[src/rtl/alu_pwr_ctrl.sv]
// Sequences power, isolation, save and restore for the switchable ALU domain; all outputs registered with the state.
// Requests are acted on only in RUN/OFF; in-flight sequences always complete, and sleep waits for the ALU to go idle.
module alu_pwr_ctrl #(
  parameter int PWR_UP_CYCLES = 4,
  parameter int SAVE_TIMEOUT  = 8,
  parameter int CNT_W         = 8
) (
  input  logic       clk,
  input  logic       rst_n,
  input  logic       sleep_req,
  input  logic       wake_req,
  input  logic       alu_busy,
  input  logic       alu_result_valid,
  output logic       alu_pwr_en,
  output logic       iso_en,
  output logic       save,
  output logic       restore,
  output logic       pd_off,
  output logic       sleep_done,
  output logic       wake_done,
  output logic       save_err,
  output logic [2:0] state
);

  typedef enum logic [2:0] {
    S_RUN     = 3'd0,
    S_SAVE    = 3'd1,
    S_ISO     = 3'd2,
    S_OFF     = 3'd3,
    S_PWRUP   = 3'd4,
    S_RESTORE = 3'd5
  } state_t;

  localparam logic [CNT_W-1:0] SAVE_LAST  = CNT_W'(SAVE_TIMEOUT - 1);
  localparam logic [CNT_W-1:0] PWRUP_LAST = CNT_W'(PWR_UP_CYCLES - 1);
  localparam logic [CNT_W-1:0] CNT_MAX    = '1;

  state_t           state_q, state_d;
  logic [CNT_W-1:0] cnt_q, cnt_d;
  logic             alu_pwr_en_q, alu_pwr_en_d;
  logic             iso_en_q, iso_en_d;
  logic             save_q, save_d;
  logic             restore_q, restore_d;
  logic             pd_off_q, pd_off_d;
  logic             sleep_done_q, sleep_done_d;
  logic             wake_done_q, wake_done_d;
  logic             save_err_q, save_err_d;

  always_comb begin
    state_d    = state_q;
    save_err_d = save_err_q;
    case (state_q)
      S_RUN:     if (sleep_req && !wake_req && !alu_busy) state_d = S_SAVE;
      S_SAVE: begin
        if (alu_result_valid) begin
          state_d = S_ISO;
        end else if (cnt_q == SAVE_LAST) begin
          state_d    = S_ISO;
          save_err_d = 1'b1;
        end
      end
      S_ISO:     state_d = S_OFF;
      S_OFF:     if (wake_req) state_d = S_PWRUP;
      S_PWRUP:   if (cnt_q == PWRUP_LAST) state_d = S_RESTORE;
      S_RESTORE: state_d = S_RUN;
      default:   state_d = S_RUN;
    endcase

    // One shared counter: cleared on every state change, so it times SAVE and PWRUP from entry.
    if (state_d != state_q) begin
      cnt_d = '0;
    end else if (cnt_q != CNT_MAX) begin
      cnt_d = cnt_q + CNT_W'(1);
    end else begin
      cnt_d = cnt_q;
    end

    alu_pwr_en_d = 1'b1;
    iso_en_d     = 1'b0;
    save_d       = 1'b0;
    restore_d    = 1'b0;
    pd_off_d     = 1'b0;
    case (state_d)
      S_SAVE:    save_d = 1'b1;
      S_ISO:     iso_en_d = 1'b1;
      S_OFF: begin
        alu_pwr_en_d = 1'b0;
        iso_en_d     = 1'b1;
        pd_off_d     = 1'b1;
      end
      S_PWRUP:   iso_en_d = 1'b1;
      S_RESTORE: restore_d = 1'b1;
      default:   ;
    endcase

    sleep_done_d = (state_q == S_ISO) && (state_d == S_OFF);
    wake_done_d  = (state_q == S_RESTORE) && (state_d == S_RUN);
  end

  always_ff @(posedge clk or negedge rst_n) begin
    if (!rst_n) begin
      state_q      <= S_RUN;
      cnt_q        <= '0;
      alu_pwr_en_q <= 1'b1;
      iso_en_q     <= 1'b0;
      save_q       <= 1'b0;
      restore_q    <= 1'b0;
      pd_off_q     <= 1'b0;
      sleep_done_q <= 1'b0;
      wake_done_q  <= 1'b0;
      save_err_q   <= 1'b0;
    end else begin
      state_q      <= state_d;
      cnt_q        <= cnt_d;
      alu_pwr_en_q <= alu_pwr_en_d;
      iso_en_q     <= iso_en_d;
      save_q       <= save_d;
      restore_q    <= restore_d;
      pd_off_q     <= pd_off_d;
      sleep_done_q <= sleep_done_d;
      wake_done_q  <= wake_done_d;
      save_err_q   <= save_err_d;
    end
  end

  assign alu_pwr_en = alu_pwr_en_q;
  assign iso_en     = iso_en_q;
  assign save       = save_q;
  assign restore    = restore_q;
  assign pd_off     = pd_off_q;
  assign sleep_done = sleep_done_q;
  assign wake_done  = wake_done_q;
  assign save_err   = save_err_q;
  assign state      = state_q;

endmodule

[config.mk]
export PLATFORM = sky130hd
export DESIGN_NAME = alu_pwr_ctrl
export DESIGN_NICKNAME = d
export VERILOG_FILES = /design/src/rtl/alu_pwr_ctrl.sv
export SDC_FILE = /design/constraint.sdc
export NUM_CORES = 1
export LEC_CHECK = 0
export CAP_MARGIN = 10
export CORE_ASPECT_RATIO = 0.75
export CORE_MARGIN = 5
export CORE_UTILIZATION = 50
export DETAILED_ROUTE_END_ITERATION = 10
export PLACE_DENSITY = 0.78
export SYNTH_ARGS = -nofsm -noshare
export SYNTH_HDL_FRONTEND = slang
export SYNTH_SLANG_ARGS = --single-unit
[constraint.sdc]
create_clock -name clk -period 2.91 [get_ports clk]
set_input_delay 0.291 -clock clk [delete_from_list [all_inputs] [get_ports clk]]
set_output_delay 0.291 -clock clk [all_outputs]
set_load 0.01 [all_outputs]
==> reports/metrics.cfg, run 1 <==
[detailed_routing]
wl_per_cell_um=14.99
drt-initial-drc-count=18
vias=756
firstDrtPassIters=4
drc=0
wl_um=1964
drtAntennaViolNets=0
via_per_inst=5.771

[finish]
finalNonFillerCells=131
design_area_sq_um=1149
synthToLayoutAreaGrowth_pct=20.31
multi_input_comb_area_sq_um=441.7
layout-drive-gt1-share_pct=11.93
nFillCells=145
antenna_cells=0
nets=117
regArea_sq_um=476.7

[run]
cap_viol_max_count=0

[place]
pre_cts_ws_ns=0.9320
dp_hpwl_um=1496
io_buffer_count=16
place_area_sq_um=1121
gp_congestion=0.8557
dp.cells=127

[clock_tree]
cts_max_level=1
clk_latency_ns=0.31
tritoncts=yes
clk_pin_slew_worst_paths_ns=0.11
cts_sinks=19
cts-resized-gates=0
postCtsSetupRepairBufs=0
root_buffer=clkbuf_4
cts_buffer_depth=2
numCtsBuffers=3
cts_hold_buf=0

[sta]
worst_pin_slew_ns=0.8369
drv_slew=0
finalHoldViolations=0
tns_ns=0
slew-limit-headroom_pct=44.03
finalClockSkew_ns=0.01283
rsz0062_at_grt=no
setup-violations-final=0
period_minus_slack_ns=1.821
fin_crit_sh_pct=62.57
worst_slack_ns=1.089
max_freq_mhz=549.2

[critical_path]
cpPeakStageDelay_ns=0.44
cp.required_ns=3.07
crit_chain=ha_1 > nor4b_4 > nand3_2 > a31oi_2 > a2111oi_0
end_kind=register
path_buf_inv=0
critical_path_arrival_ns=1.98
cpMaxStageDelayCell=dfrtp_1
start_kind=register
cp_max_fo=8
cp_top_family=compound AO/OA/AOI/OAI gates
setup.worst_path.class=register to register

[synthesis]
ys_seq_area_share_pct=49.93
synth_top_area_cell=dfrtp_1
netlist_instances=93
synth_edf_count=0
ys_types=37
synth.top_cell.area_share_pct=47.18
synthArstFlopShare_pct=100.0
synth_area_sq_um=954.7
syn_nets=100
yosys-top-cells-count=18 x dfrtp_1, 9 x nand2_1, 8 x nor2_1, 6 x nand3_1, 6 x nor3_1
synth.avg_cell_area_sq_um=10.27
yosysWarningCount=0
synth.most_common_cell=dfrtp_1
synth_seq_cells=19
synth.area.top_cells=dfrtp_1 47%, nand2_1 3.5%, nand3_1 3.1%
ys.flop_type=dfrtp_1

[global_route]
grt_pass1_wl_um=3270
first_global_vias=707
grt_max_degree=20
grtUsageTotal_pct=15.70
gr-total-overflow=0
grt_antenna_before_repair=0

[power]
p_per_area_nw_per_um2=850.8
leakagePower_nw=0.4728
peakVddDrop_v=0.0005244

[floorplan]
pin_count=17
row_count=13
die_w_um=60.46
initial_utilization_pct=53.85
design.die.area_sq_um=2892
core_sq_um=1773
die_y_um=47.84

[status]
status=complete, no violations

[min_path]
hold_class=primary input to asynchronous set/reset pin

[report_power, final]
part           switching (mW)  internal [mW]
Clock                  0.0824         0.0513
Sequential             0.0879          0.346
Combinational           0.198          0.212
[stage by stage]
stage,power [mW],hold WS (ns),utilization [%]
floorplan,0.6709,-0.004591,-
global placement,0.8338,0.4576,63.23
detailed placement,0.8539,0.4910,63.23
CTS,0.9882,0.4826,64.78
global route,1.047,0.5207,64.78
finish,0.9772,0.4540,64.78
[cell families (layout without fill, tap and decap cells)]
group,Yosys count,count (layout),share of synthesized area (%)
multiplexers,2,2,2.097
flip-flops,19,19,49.93
buffers and inverters,8,24,3.800
AO/OA/AOI/OAI,17,17,13.76
AND/OR/NAND/NOR,45,45,28.18
XOR/XNOR,1,1,0.9176
adder cells (fa/ha/maj),1,1,1.310
[routing by layer]
metal | global-route usage (%) | up-vias | wire length (um)
met5 | 0 | - | 0
met4 | 3.896 | 0 | 11
met3 | 5.391 | 3 | 155
met2 | 26.29 | 25 | 949
met1 | 19.87 | 359 | 846
li1 | - | 369 | -
[layout make-up]
type,instances,area share (%)
Clock buffer,3,1.961
Clock inverter,1,0.4357
Inverter,4,1.307
Multi-Input combinational cell,66,38.45
Sequential cell,19,41.50
Tap cell,22,2.397
Timing Repair Buffer,16,13.94
[state kept, by name, summed over array words and instances, names as in the netlist]
| name | flops |
|---|---|
| alu_pwr_en | 1 |
| save | 1 |
| pd_off | 1 |
| restore | 1 |
| sleep_done | 1 |
| state | 3 |
| cnt_q | 8 |
| iso_en | 1 |
| save_err | 1 |
| wake_done | 1 |
[path summary, 6_finish.rpt]
| kind | start | endpoint | slack, ns | cells past startpoint |
|---|---|---|---|---|
| hold reg to reg | save_err | save_err | 0.50 | 1 |
| setup reg to reg | cnt_q[0] | cnt_q[6] | 1.09 | 5 |
| setup / recovery | cnt_q[0] | cnt_q[6] | 1.09 | 5 |
| hold / removal | rst_n | state[2] | 0.45 | 1 |
| max in group asynchronous | rst_n | pd_off | 1.93 | 1 |
| min in group clk | save_err | save_err | 0.50 | 1 |
[layout by cell type, fill, tap and decap left out, types with 3 or more instances in the layout]
cell type and instances:
clkbuf_4 3, clkdlybuf4s50_1 16, dfrtp_1 18, inv_1 4, nand2_1 9, nand3_1 6
nor2_1 8, nor3_1 6, nor3b_1 3
(Power assumes the default switching activity.)
==> run 2, diff against run 1 <==
clock period = 1.8 ns   (was 2.91 ns; I/O delays follow)
==> reports/metrics.cfg, run 2 (synthesis results as in run 1) <==
[critical_path]
cp.required_ns=2.02  ; was 3.07 ns
crit_cells=5  ; unchanged
cpMaxStageDelayCell=or3_4  ; was dfrtp_1
crit_chain=ha_1 > nand2_1 > or3_4 > and3_1 > nor4_2  ; was ha_1 > nor4b_4 > nand3_2 > a31oi_2 > a2111oi_0
cp_max_fo=4  ; was 8
worstReg2RegStart=cnt_q[0]  ; unchanged
critical_path_arrival_ns=1.91  ; was 1.98 ns
ff2ff_path_depth=5  ; unchanged
cp_top_family=simple AND/OR/NAND/NOR gates  ; was compound AO/OA/AOI/OAI gates
cpPeakStageDelay_ns=0.45  ; was 0.44 ns
end_kind=register  ; unchanged
path_buf_inv=0  ; unchanged
cp-startpoint=cnt_q[0]  ; unchanged
start_kind=register  ; unchanged
setup.worst_path.class=register to register  ; unchanged

[floorplan]
row_count=13  ; unchanged
pin_count=17  ; unchanged
die_w_um=60.46  ; unchanged
initial_utilization_pct=53.85  ; unchanged
die_y_um=47.84  ; unchanged
core_sq_um=1773  ; unchanged
design.die.area_sq_um=2892  ; unchanged

[run]
cap_viol_max_count=0  ; unchanged

[finish]
antenna_cells=0  ; unchanged
nets=120  ; was 117
final_common_cell=dfrtp_1  ; unchanged
final_cell_mix=18 x dfrtp_1, 16 x clkdlybuf4s50_1, 9 x nand2_1, 8 x nor2_1  ; unchanged
synthToLayoutAreaGrowth_pct=24.12  ; was 20.31%
design_area_sq_um=1185  ; was 1149 sq um
largest_register=cnt_q  ; unchanged
finalNonFillerCells=134  ; was 131
layout-drive-gt1-share_pct=15.18  ; was 11.93%
largest_reg_flops=8  ; unchanged

[power]
peakVddDrop_v=0.0007773  ; was 0.0005244 V
p_int_mw=1.017  ; was 0.6089 mW
p_per_area_nw_per_um2=1360  ; was 850.8 nW/um^2
p_seq_share_pct=43.1  ; was 44.4%
p_sw_share_pct=36.90  ; was 37.69%
combPwrFrac_pct=43.7  ; was 41.9%
p_total_mw=1.611  ; was 0.9772 mW
leakagePower_nw=0.4889  ; was 0.4728 nW
p_clk_share_pct=13.1  ; was 13.7%
p_sw_mw=0.5944  ; was 0.3683 mW

[clock_tree]
cts_max_level=1  ; unchanged
root_buffer=clkbuf_4  ; unchanged
postCtsSetupRepairBufs=0  ; unchanged
clk_pin_slew_worst_paths_ns=0.11  ; about the same
clk_latency_ns=0.30  ; was 0.31 ns
numCtsBuffers=3  ; unchanged
cts_sinks=19  ; unchanged
cts_buffer_depth=2  ; unchanged
tritoncts=yes  ; unchanged

[detailed_routing]
drc=0  ; unchanged
vias=763  ; was 756
firstDrtPassIters=4  ; unchanged
drtAntennaViolNets=0  ; unchanged
wl_um=1868  ; was 1964 um
wl_per_cell_um=13.94  ; was 14.99 um
via_per_inst=5.694  ; was 5.771
drt-initial-drc-count=26  ; was 18

[sta]
slew-limit-headroom_pct=75.25  ; was 44.03%
setup-violations-final=0  ; unchanged
worst_slack_ns=0.1093  ; was 1.089 ns
finalClockSkew_ns=0.007959  ; was 0.01283 ns
finalHoldViolations=0  ; unchanged
rsz0062_at_grt=no  ; unchanged
worst_pin_slew_ns=0.3619  ; was 0.8369 ns
max_freq_mhz=591.5  ; was 549.2 MHz
tns_ns=0  ; unchanged
fin_crit_sh_pct=93.93  ; was 62.57%
period_minus_slack_ns=1.691  ; was 1.821 ns
drv_slew=0  ; unchanged

[global_route]
grt_max_degree=20  ; unchanged
first_global_vias=635  ; was 707
grt_antenna_before_repair=0  ; unchanged
grt_pass1_wl_um=2891  ; was 3270 um
grtUsageTotal_pct=14.23  ; was 15.70%
gr-total-overflow=0  ; unchanged

[place]
dp_hpwl_um=1392  ; was 1496 um
pre_cts_ws_ns=0.07638  ; was 0.9320 ns
gp_congestion=0.8833  ; was 0.8557
dp.cells=130  ; was 127
place_area_sq_um=1144  ; was 1121 sq um
io_buffer_count=16  ; unchanged

[min_path]
hold_class=primary input to asynchronous set/reset pin  ; unchanged

[status]
status=complete, no violations  ; unchanged

-- run 2: changes by cell type in the layout (fill, tap and decap cells not counted) --
cell and change:
buf_4 +3, a2111oi_2 +1, a31oi_2 -1, a31oi_4 +1
a2111oi_1 -1
-- run 2: final cells by class --
| cell class | instances | area [sq um] |
|---|---|---|
| fill | 146 | 588.1 |
| sequential | 19 | 476.7 |
| multi-input combinational | 66 | 455.4 |
| timing repair buffer | 19 | 182.7 |
| tap | 22 | 27.53 |
| clock buffer | 3 | 22.52 |
| inverter | 4 | 15.01 |
| clock inverter | 1 | 5.005 |
-- run 2: metal layers --
layer  up-vias  GRT usage, %  wire length, um  part of all wire [%]
met5         -             0                0                     0
met4         0         5.195               24                   1.3
met3         4         5.930              122                   6.5
met2        23         19.40              774                    41
met1       361         20.17              946                    51
li1        375             -                -                     -
-- run 2: worst reg2reg max path, cell delays in order (launching register included) --
cell,delay (ns)
dfrtp_1,0.41
ha_1,0.24
nand2_1,0.12
or3_4,0.45
and3_1,0.19
nor4_2,0.20
-- run 2: what timing repair did --
action | in CTS | in global routing
resized for setup | 0 | 2
endpoints found under the setup margin | 0 | 2
hold buffers | 0 | 0
-- run 2: power groups by stage --
| stage | logic, mW | registers, mW | clock network (mW) |
|---|---|---|---|
| finish | 0.705 | 0.695 | 0.212 |
| global route | 0.772 | 0.712 | 0.245 |
| floorplan | 0.411 | 0.674 | 0 |
| global placement | 0.690 | 0.697 | 0 |
| CTS | 0.703 | 0.693 | 0.227 |
| detailed placement | 0.698 | 0.704 | 0 |
-- run 2: stage by stage --
step                hold slack, ns  util, %
detailed placement          0.4666    64.50
CTS                         0.1935    66.05
global route                0.2057    66.83
floorplan                  -0.1156        -
finish                      0.1938    66.83
global placement            0.4585    64.50
-- run 2: worst paths after layout --
check	end	slack, ns
setup / recovery	cnt_q[5]	0.11
hold / removal	cnt_q[7]	0.19
setup reg to reg	cnt_q[5]	0.11
hold reg to reg	save_err	0.49
max in group asynchronous	alu_pwr_en	1.34
min in group clk	save_err	0.49
==> run 3, diff against run 2 <==
CORE_ASPECT_RATIO = 1.4   (was 0.75)
CTS_BUF_LIST = sky130_fd_sc_hd__clkbuf_8   (was default)
==> reports/metrics.cfg, run 3 (synthesis results as in run 1) <==
[global_route]
first_global_vias=814  ; was 635
grt_pass1_wl_um=3436  ; was 2891 um
grt_max_degree=12  ; was 20
grtUsageTotal_pct=17.01  ; was 14.23%
grt_antenna_before_repair=0  ; unchanged
gr-total-overflow=0  ; unchanged

[critical_path]
cp_max_fo=4  ; unchanged
end_kind=register  ; unchanged
start_kind=register  ; unchanged
worstReg2RegStart=cnt_q[0]  ; unchanged
path_buf_inv=0  ; unchanged
setup.worst_path.class=register to register  ; unchanged
cp-startpoint=cnt_q[0]  ; unchanged
cp_top_family=simple AND/OR/NAND/NOR gates  ; unchanged
cpMaxStageDelayCell=dfrtp_1  ; was or3_4
crit_chain=ha_4 > nand2_1 > or3_4 > and3_1 > nor4_2  ; was ha_1 > nand2_1 > or3_4 > and3_1 > nor4_2
critical_path_arrival_ns=1.82  ; was 1.91 ns
cp.required_ns=1.96  ; was 2.02 ns
ff2ff_setup_slack_ns=0.14  ; was 0.11 ns
cpPeakStageDelay_ns=0.44  ; was 0.45 ns

[power]
p_sw_share_pct=35.46  ; was 36.90%
p_sw_mw=0.6092  ; was 0.5944 mW
p_int_mw=1.109  ; was 1.017 mW
combPwrFrac_pct=41.8  ; was 43.7%
leakagePower_nw=0.4996  ; was 0.4889 nW
p_total_mw=1.718  ; was 1.611 mW
p_clk_share_pct=17.2  ; was 13.1%
peakVddDrop_v=0.0009394  ; was 0.0007773 V
p_per_area_nw_per_um2=1423  ; was 1360 nW/um^2
p_seq_share_pct=41.0  ; was 43.1%

[sta]
worst_slack_ns=0.1365  ; was 0.1093 ns
finalClockSkew_ns=0.001850  ; was 0.007959 ns
fin_crit_sh_pct=92.42  ; was 93.93%
drv_slew=0  ; unchanged
whs_ns=0.2252  ; was 0.1938 ns
worst_pin_slew_ns=0.4294  ; was 0.3619 ns
finalHoldViolations=0  ; unchanged
setup-violations-final=0  ; unchanged
rsz0062_at_grt=no  ; unchanged
slew-limit-headroom_pct=71.28  ; was 75.25%
tns_ns=0  ; unchanged
max_freq_mhz=601.2  ; was 591.5 MHz
period_minus_slack_ns=1.663  ; was 1.691 ns

[clock_tree]
root_buffer=clkbuf_8  ; was clkbuf_4
cts_buffer_depth=2  ; unchanged
tritoncts=yes  ; unchanged
cts_sinks=19  ; unchanged
clk_latency_ns=0.26  ; was 0.30 ns
numCtsBuffers=3  ; unchanged
cts_max_level=1  ; unchanged
clk_pin_slew_worst_paths_ns=0.07  ; was 0.11 ns

[floorplan]
core_sq_um=1802  ; was 1773 sq um
design.die.area_sq_um=2896  ; was 2892 sq um
row_count=18  ; was 13
die_w_um=46.93  ; was 60.46 um
pin_count=17  ; unchanged
initial_utilization_pct=52.99  ; was 53.85%
die_y_um=61.70  ; was 47.84 um

[finish]
antenna_cells=0  ; unchanged
design_area_sq_um=1207  ; was 1185 sq um
largest_reg_flops=8  ; unchanged
layout-drive-gt1-share_pct=15.93  ; was 15.18%
final_common_cell=dfrtp_1  ; unchanged
synthToLayoutAreaGrowth_pct=26.47  ; was 24.12%
final_cell_mix=18 x dfrtp_1, 16 x clkdlybuf4s50_1, 9 x nand2_1, 8 x nor2_1  ; unchanged
largest_register=cnt_q  ; unchanged
nets=121  ; was 120

[detailed_routing]
drtAntennaViolNets=0  ; unchanged
wl_um=2092  ; was 1868 um
drt-initial-drc-count=13  ; was 26
wl_per_cell_um=15.73  ; was 13.94 um
via_per_inst=5.782  ; was 5.694
firstDrtPassIters=4  ; unchanged
vias=769  ; was 763
drc=0  ; unchanged

[place]
place_area_sq_um=1141  ; was 1144 sq um
dp_hpwl_um=1603  ; was 1392 um
gp_congestion=0.8121  ; was 0.8833
pre_cts_ws_ns=0.08246  ; was 0.07638 ns
io_buffer_count=16  ; unchanged

[run]
cap_viol_max_count=0  ; unchanged

[status]
status=complete, no violations  ; unchanged

[min_path]
hold_class=primary input to asynchronous set/reset pin  ; unchanged

[run 3: final timing paths]
| path | endpoint | cells past startpoint |
|---|---|---|
| setup reg to reg | cnt_q[5] | 5 |
| max in group asynchronous | cnt_q[7] | 2 |
| hold / removal | sleep_done | 1 |
| min in group clk | save_err | 1 |
| hold reg to reg | save_err | 1 |
| setup / recovery | cnt_q[5] | 5 |
[run 3: cell type report]
| type | instances | area [sq um] |
|---|---|---|
| Clock buffer | 3 | 41.29 |
| Clock inverter | 1 | 5.005 |
| Fill cell | 147 | 594.3 |
| Inverter | 4 | 15.01 |
| Multi-Input combinational cell | 66 | 454.2 |
| Sequential cell | 19 | 476.7 |
| Tap cell | 20 | 25.02 |
| Timing Repair Buffer | 20 | 190.2 |
[run 3: power by group through the flow]
stage	sequential (mW)	combinational, mW	clock, mW
after floorplan	0.674	0.411	0
after global placement	0.697	0.678	0
after detailed placement	0.706	0.698	0
after CTS	0.698	0.702	0.297
after global routing	0.727	0.786	0.315
final	0.704	0.718	0.296
[run 3: what timing repair did]
item	CTS	global route
hold buffers	0	0
endpoints found under the setup margin	0	4
resized for setup	0	2
setup buffers	0	1
[run 3: metal layers]
metal | routed length (um) | up-vias | global-route usage, %
met5 | 0 | - | 0
met4 | 63 | 0 | 11.86
met3 | 131 | 7 | 3.170
met2 | 1139 | 28 | 30.10
met1 | 758 | 363 | 17.41
li1 | - | 371 | -
[run 3: through the flow]
stage / std cells / util (%)
after global placement: 128 / 63.33
after CTS: 132 / 65.90
final: 133 / 67.01
after global routing: 133 / 67.01
after floorplan: 93 / -
after detailed placement: 128 / 63.33
[run 3: worst reg2reg max path: stages, from the launching register on]
cell and delay (ns):
dfrtp_1 0.44, ha_4 0.18, nand2_1 0.09, or3_4 0.44, and3_1 0.19, nor4_2 0.23
==> variant 1 (settings of run 3) <==
Change the parameter `CNT_W` from 8 to 12.
--- a/src/rtl/alu_pwr_ctrl.sv
+++ b/src/rtl/alu_pwr_ctrl.sv
@@ -5,3 +5,3 @@
   parameter int SAVE_TIMEOUT  = 8,
-  parameter int CNT_W         = 8
+  parameter int CNT_W         = 12
 ) (
Formal check against the unedited RTL: no difference found for any inputs over 10 cycles, from zero or initial values and one cycle with rst_n low; that may be too few to reach the edited logic, so the function may still have changed.
==> variant 1 against run 3 <==
- design area is 33% higher
- clock power is 11% higher
- critical path depth is 1 higher
- area after synthesis is 28% higher
- sequential share of layout area is 3.5 points lower
- first-iteration DRC count grew to 3.2 times the old value
- cell count is 25% higher
- synthesized cell count is 19% higher
- combinational power is 37% higher
- worst setup slack worse by 0.062 ns
- wire length is 38% higher
- power is 19% higher
- sequential cell count is 4 higher
- largest power group unchanged
==> variant 1: results <==
{
  "cp_slowest_stage_delay_ns": 0.46,
  "p_leak_nw": 0.6636,
  "cts_buffers": 3,
  "synth_common_cells": "dfrtp_1 (22), a21oi_1 (9), inv_1 (6), nand2_1 (6), nor2_1 (4)",
  "rr_startpoint": "cnt_q[8]$_DFFE_PN0P_",
  "clock_latency_ns": 0.27,
  "grt_pass1_wl_um": 4974,
  "largest_register_ffs": 12,
  "cts_max_level": 1,
  "clk_pin_slew_ns": 0.09,
  "max-vdd-ir-drop_v": 0.0005835,
  "largest-register": "cnt_q",
  "yosysSeqAreaShare": 0.4723,
  "top_layer": "met4",
  "r2r-end": "cnt_q[5]$_DFFE_PN0P_",
  "critPathArrivalTime_ns": 1.86,
  "nets": 151,
  "synth_top_area_share": 0.4508,
  "path_max_fanout": 12,
  "critPathTopFamily": "flip-flops",
  "antenna_found_initial": 0,
  "synthesis.nets": 118,
  "grt_pass1_vias": 1085,
  "diodes": 0,
  "wl_met3_um": 188,
  "ys_warn_count": 0,
  "slowest_stage": "dfrtp_1",
  "wl_met2_um": 1527,
  "hold_buffers": 0,
  "drt_iter0_drc": 42,
  "dr.pass1.iters": 4,
  "dp_hpwl_um": 2044,
  "cts_buffer_depth": 2,
  "io_buffers": 16,
  "root_buffer": "clkbuf_8",
  "fill_cells": 189,
  "async_reset_ff_frac": 1.000,
  "yosys-top-cells-area": "dfrtp_1 (45%), a21oi_1 (3.7%), nor4_4 (3.5%), mux2i_1 (2.5%), dfstp_2 (2.2%)",
  "gr-usage-all-layers": 0.1880,
  "met1_length_um": 1083,
  "syn2layout_area_growth_pct": 31.15,
  "grt_max_degree": 24,
  "worst_hold_path_type": "primary input to asynchronous set/reset pin",
  "relSlewSlack": 0.7211,
  "layout-drive-gt1-share": 0.2797,
  "synth_cell_types": 46,
  "fin_skew_ns": 0.008874,
  "status": "completed",
  "ff2ff_path_depth": 6,
  "rrSetupSlack_ns": 0.07,
  "wl_per_cell_um": 17.36,
  "synth_flop_cell": "dfrtp_1",
  "dpl_cell_area_sq_um": 1478,
  "vias": 1086,
  "gp_congestion": 0.8998
}
variant 1: final cells by class:
class,instances,area share
Clock buffer,3,0.02578
Multi-Input combinational cell,77,0.3977
Sequential cell,23,0.3602
Inverter,6,0.01406
Timing Repair Buffer,33,0.1797
Tap cell,23,0.01797
Clock inverter,1,0.004687
variant 1: worst max path at each step:
| stage | from | endpoint | slack [ns] | cells after the start |
|---|---|---|---|---|
| after CTS | cnt_q[0]$_DFFE_PN0P_ | cnt_q[2]$_DFFE_PN0P_ | 0.01 | 6 |
| after global routing | cnt_q[7]$_DFFE_PN0P_ | cnt_q[5]$_DFFE_PN0P_ | -0.02 | 6 |
| after detailed placement | wake_req | cnt_q[9]$_DFFE_PN0P_ | -0.16 | 5 |
| after floorplan | state[0]$_DFF_PN0_ | cnt_q[5]$_DFFE_PN0P_ | 0.06 | 6 |
| after global placement | wake_req | cnt_q[2]$_DFFE_PN0P_ | -0.03 | 5 |
| final | cnt_q[8]$_DFFE_PN0P_ | cnt_q[5]$_DFFE_PN0P_ | 0.07 | 6 |
variant 1: cell families (layout without fill, tap and decap cells):
| logic type | after synthesis | after routing | synth area share |
|---|---|---|---|
| adder cells (fa/ha/maj) | 1 | 1 | 0.01024 |
| AND/OR/NAND/NOR | 36 | 36 | 0.2060 |
| multiplexers | 3 | 3 | 0.02459 |
| AO/OA/AOI/OAI | 33 | 34 | 0.2162 |
| flip-flops | 23 | 23 | 0.4723 |
| XOR/XNOR | 3 | 3 | 0.02152 |
| buffers and inverters | 12 | 43 | 0.04917 |
variant 1: where the power goes:
group	switching, W	internal [W]	total (W)
Combinational	0.000522	0.000463	0.000984
Sequential	0.0000714	0.000653	0.000724
Clock	0.000171	0.000157	0.000328
Total	0.000764	0.00127	0.00204
variant 1: repair_timing:
item / CTS / global route
setup endpoints to repair: 2 / 14
cloned: 1 / 0
setup buffers: 0 / 3
resized for setup: 1 / 7
pin swaps: 1 / 4
variant 1: metal layers:
metal / up-vias / global-route usage
met5: - / 0
met3: 9 / 0.02832
met2: 54 / 0.3376
met4: 0 / 0.09508
met1: 531 / 0.2141
li1: 492 / -
variant 1: metrics by stage:
step,worst slack (ns),std cells,TNS [ns],hold WS [ns]
CTS,0.01215,163,0,0.2653
global route,-0.01643,166,-0.02818,0.2780
floorplan,0.06275,111,0,-0.1156
finish,0.07459,166,0,0.2549
detailed placement,-0.1635,158,-0.3338,0.4586
global placement,-0.02612,158,-0.04940,0.4461
==> variant 2 (settings of run 3) <==
Without the edit above. The output `pd_off` loses its register stage (`pd_off_q` becomes a continuous assignment).
--- a/src/rtl/alu_pwr_ctrl.sv
+++ b/src/rtl/alu_pwr_ctrl.sv
@@ -107,3 +107,2 @@
       restore_q    <= 1'b0;
-      pd_off_q     <= 1'b0;
       sleep_done_q <= 1'b0;
@@ -118,3 +117,2 @@
       restore_q    <= restore_d;
-      pd_off_q     <= pd_off_d;
       sleep_done_q <= sleep_done_d;
@@ -124,2 +122,4 @@
   end
+
+  assign pd_off_q = pd_off_d;
 
Behaviour: not the same (a bounded check fails within 4 cycles, from zero or initial values and one cycle with rst_n low).
==> variant 2 against run 3 <==
- largest cell class is now multi-input combinational cells
- critical path type unchanged
- clock power is 6% lower
- area after synthesis is 4.6% lower
- global-route usage is 0.83 points lower
- count of clock-buffer cells in the layout stayed put
- design area is 0.10% higher
- wire length is 3.8% lower
- power is 6.3% lower
- combinational power is 1% higher
- non-clock buffer count is 3 higher
- sequential cell count is 1 lower
- worst setup slack worse by 0.021 ns
==> variant 2: results <==
{
  "synth_cell_types": 33,
  "relSlewSlack": 0.7235,
  "nets": 122,
  "met1_length_um": 723,
  "nMultiInputCombCells": 65,
  "layout-drive-gt1-share": 0.2193,
  "status": "completed",
  "yosysSeqAreaShare": 0.4959,
  "diodes": 0,
  "wl_met2_um": 1101,
  "routed_wl_um": 2013,
  "synth-compound-area-share": 0.1703,
  "synth_xor_area_frac": 0.009615,
  "gr-usage-met3": 0.03264,
  "gp_congestion": 0.8659,
  "cts_resized": 3,
  "yosys-top-cells-area": "dfrtp_1 (47%), nor3_1 (4.4%), nand2b_1 (3.4%), or4b_4 (3.0%), dfstp_2 (2.9%)",
  "num-nonclk-buffers": 23,
  "cp_slowest_stage_delay_ns": 0.50,
  "critPathArrivalTime_ns": 1.85,
  "buf_share": 0.1749,
  "synthCells": 87,
  "fin_skew_ns": 0.005552,
  "rrSetupSlack_ns": 0.12,
  "cts.sinks": 18,
  "synthesis.nets": 94,
  "synthAdderAreaFrac": 0.01374,
  "viasPerCell": 5.881,
  "crit_end": "save$_DFF_PN0_",
  "synth_common_cells": "dfrtp_1 (17), nor3_1 (8), nand2_1 (7), nor2_1 (6)",
  "fill_cells": 143,
  "grt_pass1_vias": 802,
  "grt_pass1_wl_um": 3187,
  "clk_share": 0.03727,
  "gr-usage-all-layers": 0.1618,
  "wl_per_cell_um": 15.02,
  "p_switching_w": 0.0005584,
  "slowest_stage": "or4b_4"
}
variant 2: cell types whose count changed after synthesis, moves of 3 or more:
cell and delta:
nand3_1 -4, nand2b_1 +3, o21ai_0 +3, or2_2 +3
variant 2: power by group through the flow:
stage / logic (W) / clock network, W / registers (W)
finish: 0.000727 / 0.000278 / 0.000605
floorplan: 0.000318 / 0 / 0.000654
global route: 0.000791 / 0.000306 / 0.000620
global placement: 0.000693 / 0 / 0.000604
detailed placement: 0.000714 / 0 / 0.000614
CTS: 0.000714 / 0.000284 / 0.000608
variant 2: metrics by stage:
stage               cell area [sq um]  setup slack (ns)  utilization  hold WS (ns)
floorplan                       910.9            0.1868            -       -0.1156
global placement                 1134            0.1195       0.6453        0.4530
detailed placement               1134           0.06794       0.6453        0.4690
CTS                              1182           0.08366       0.6731        0.2646
global route                     1209           0.01790       0.6880        0.2808
finish                           1209            0.1154       0.6880        0.2530
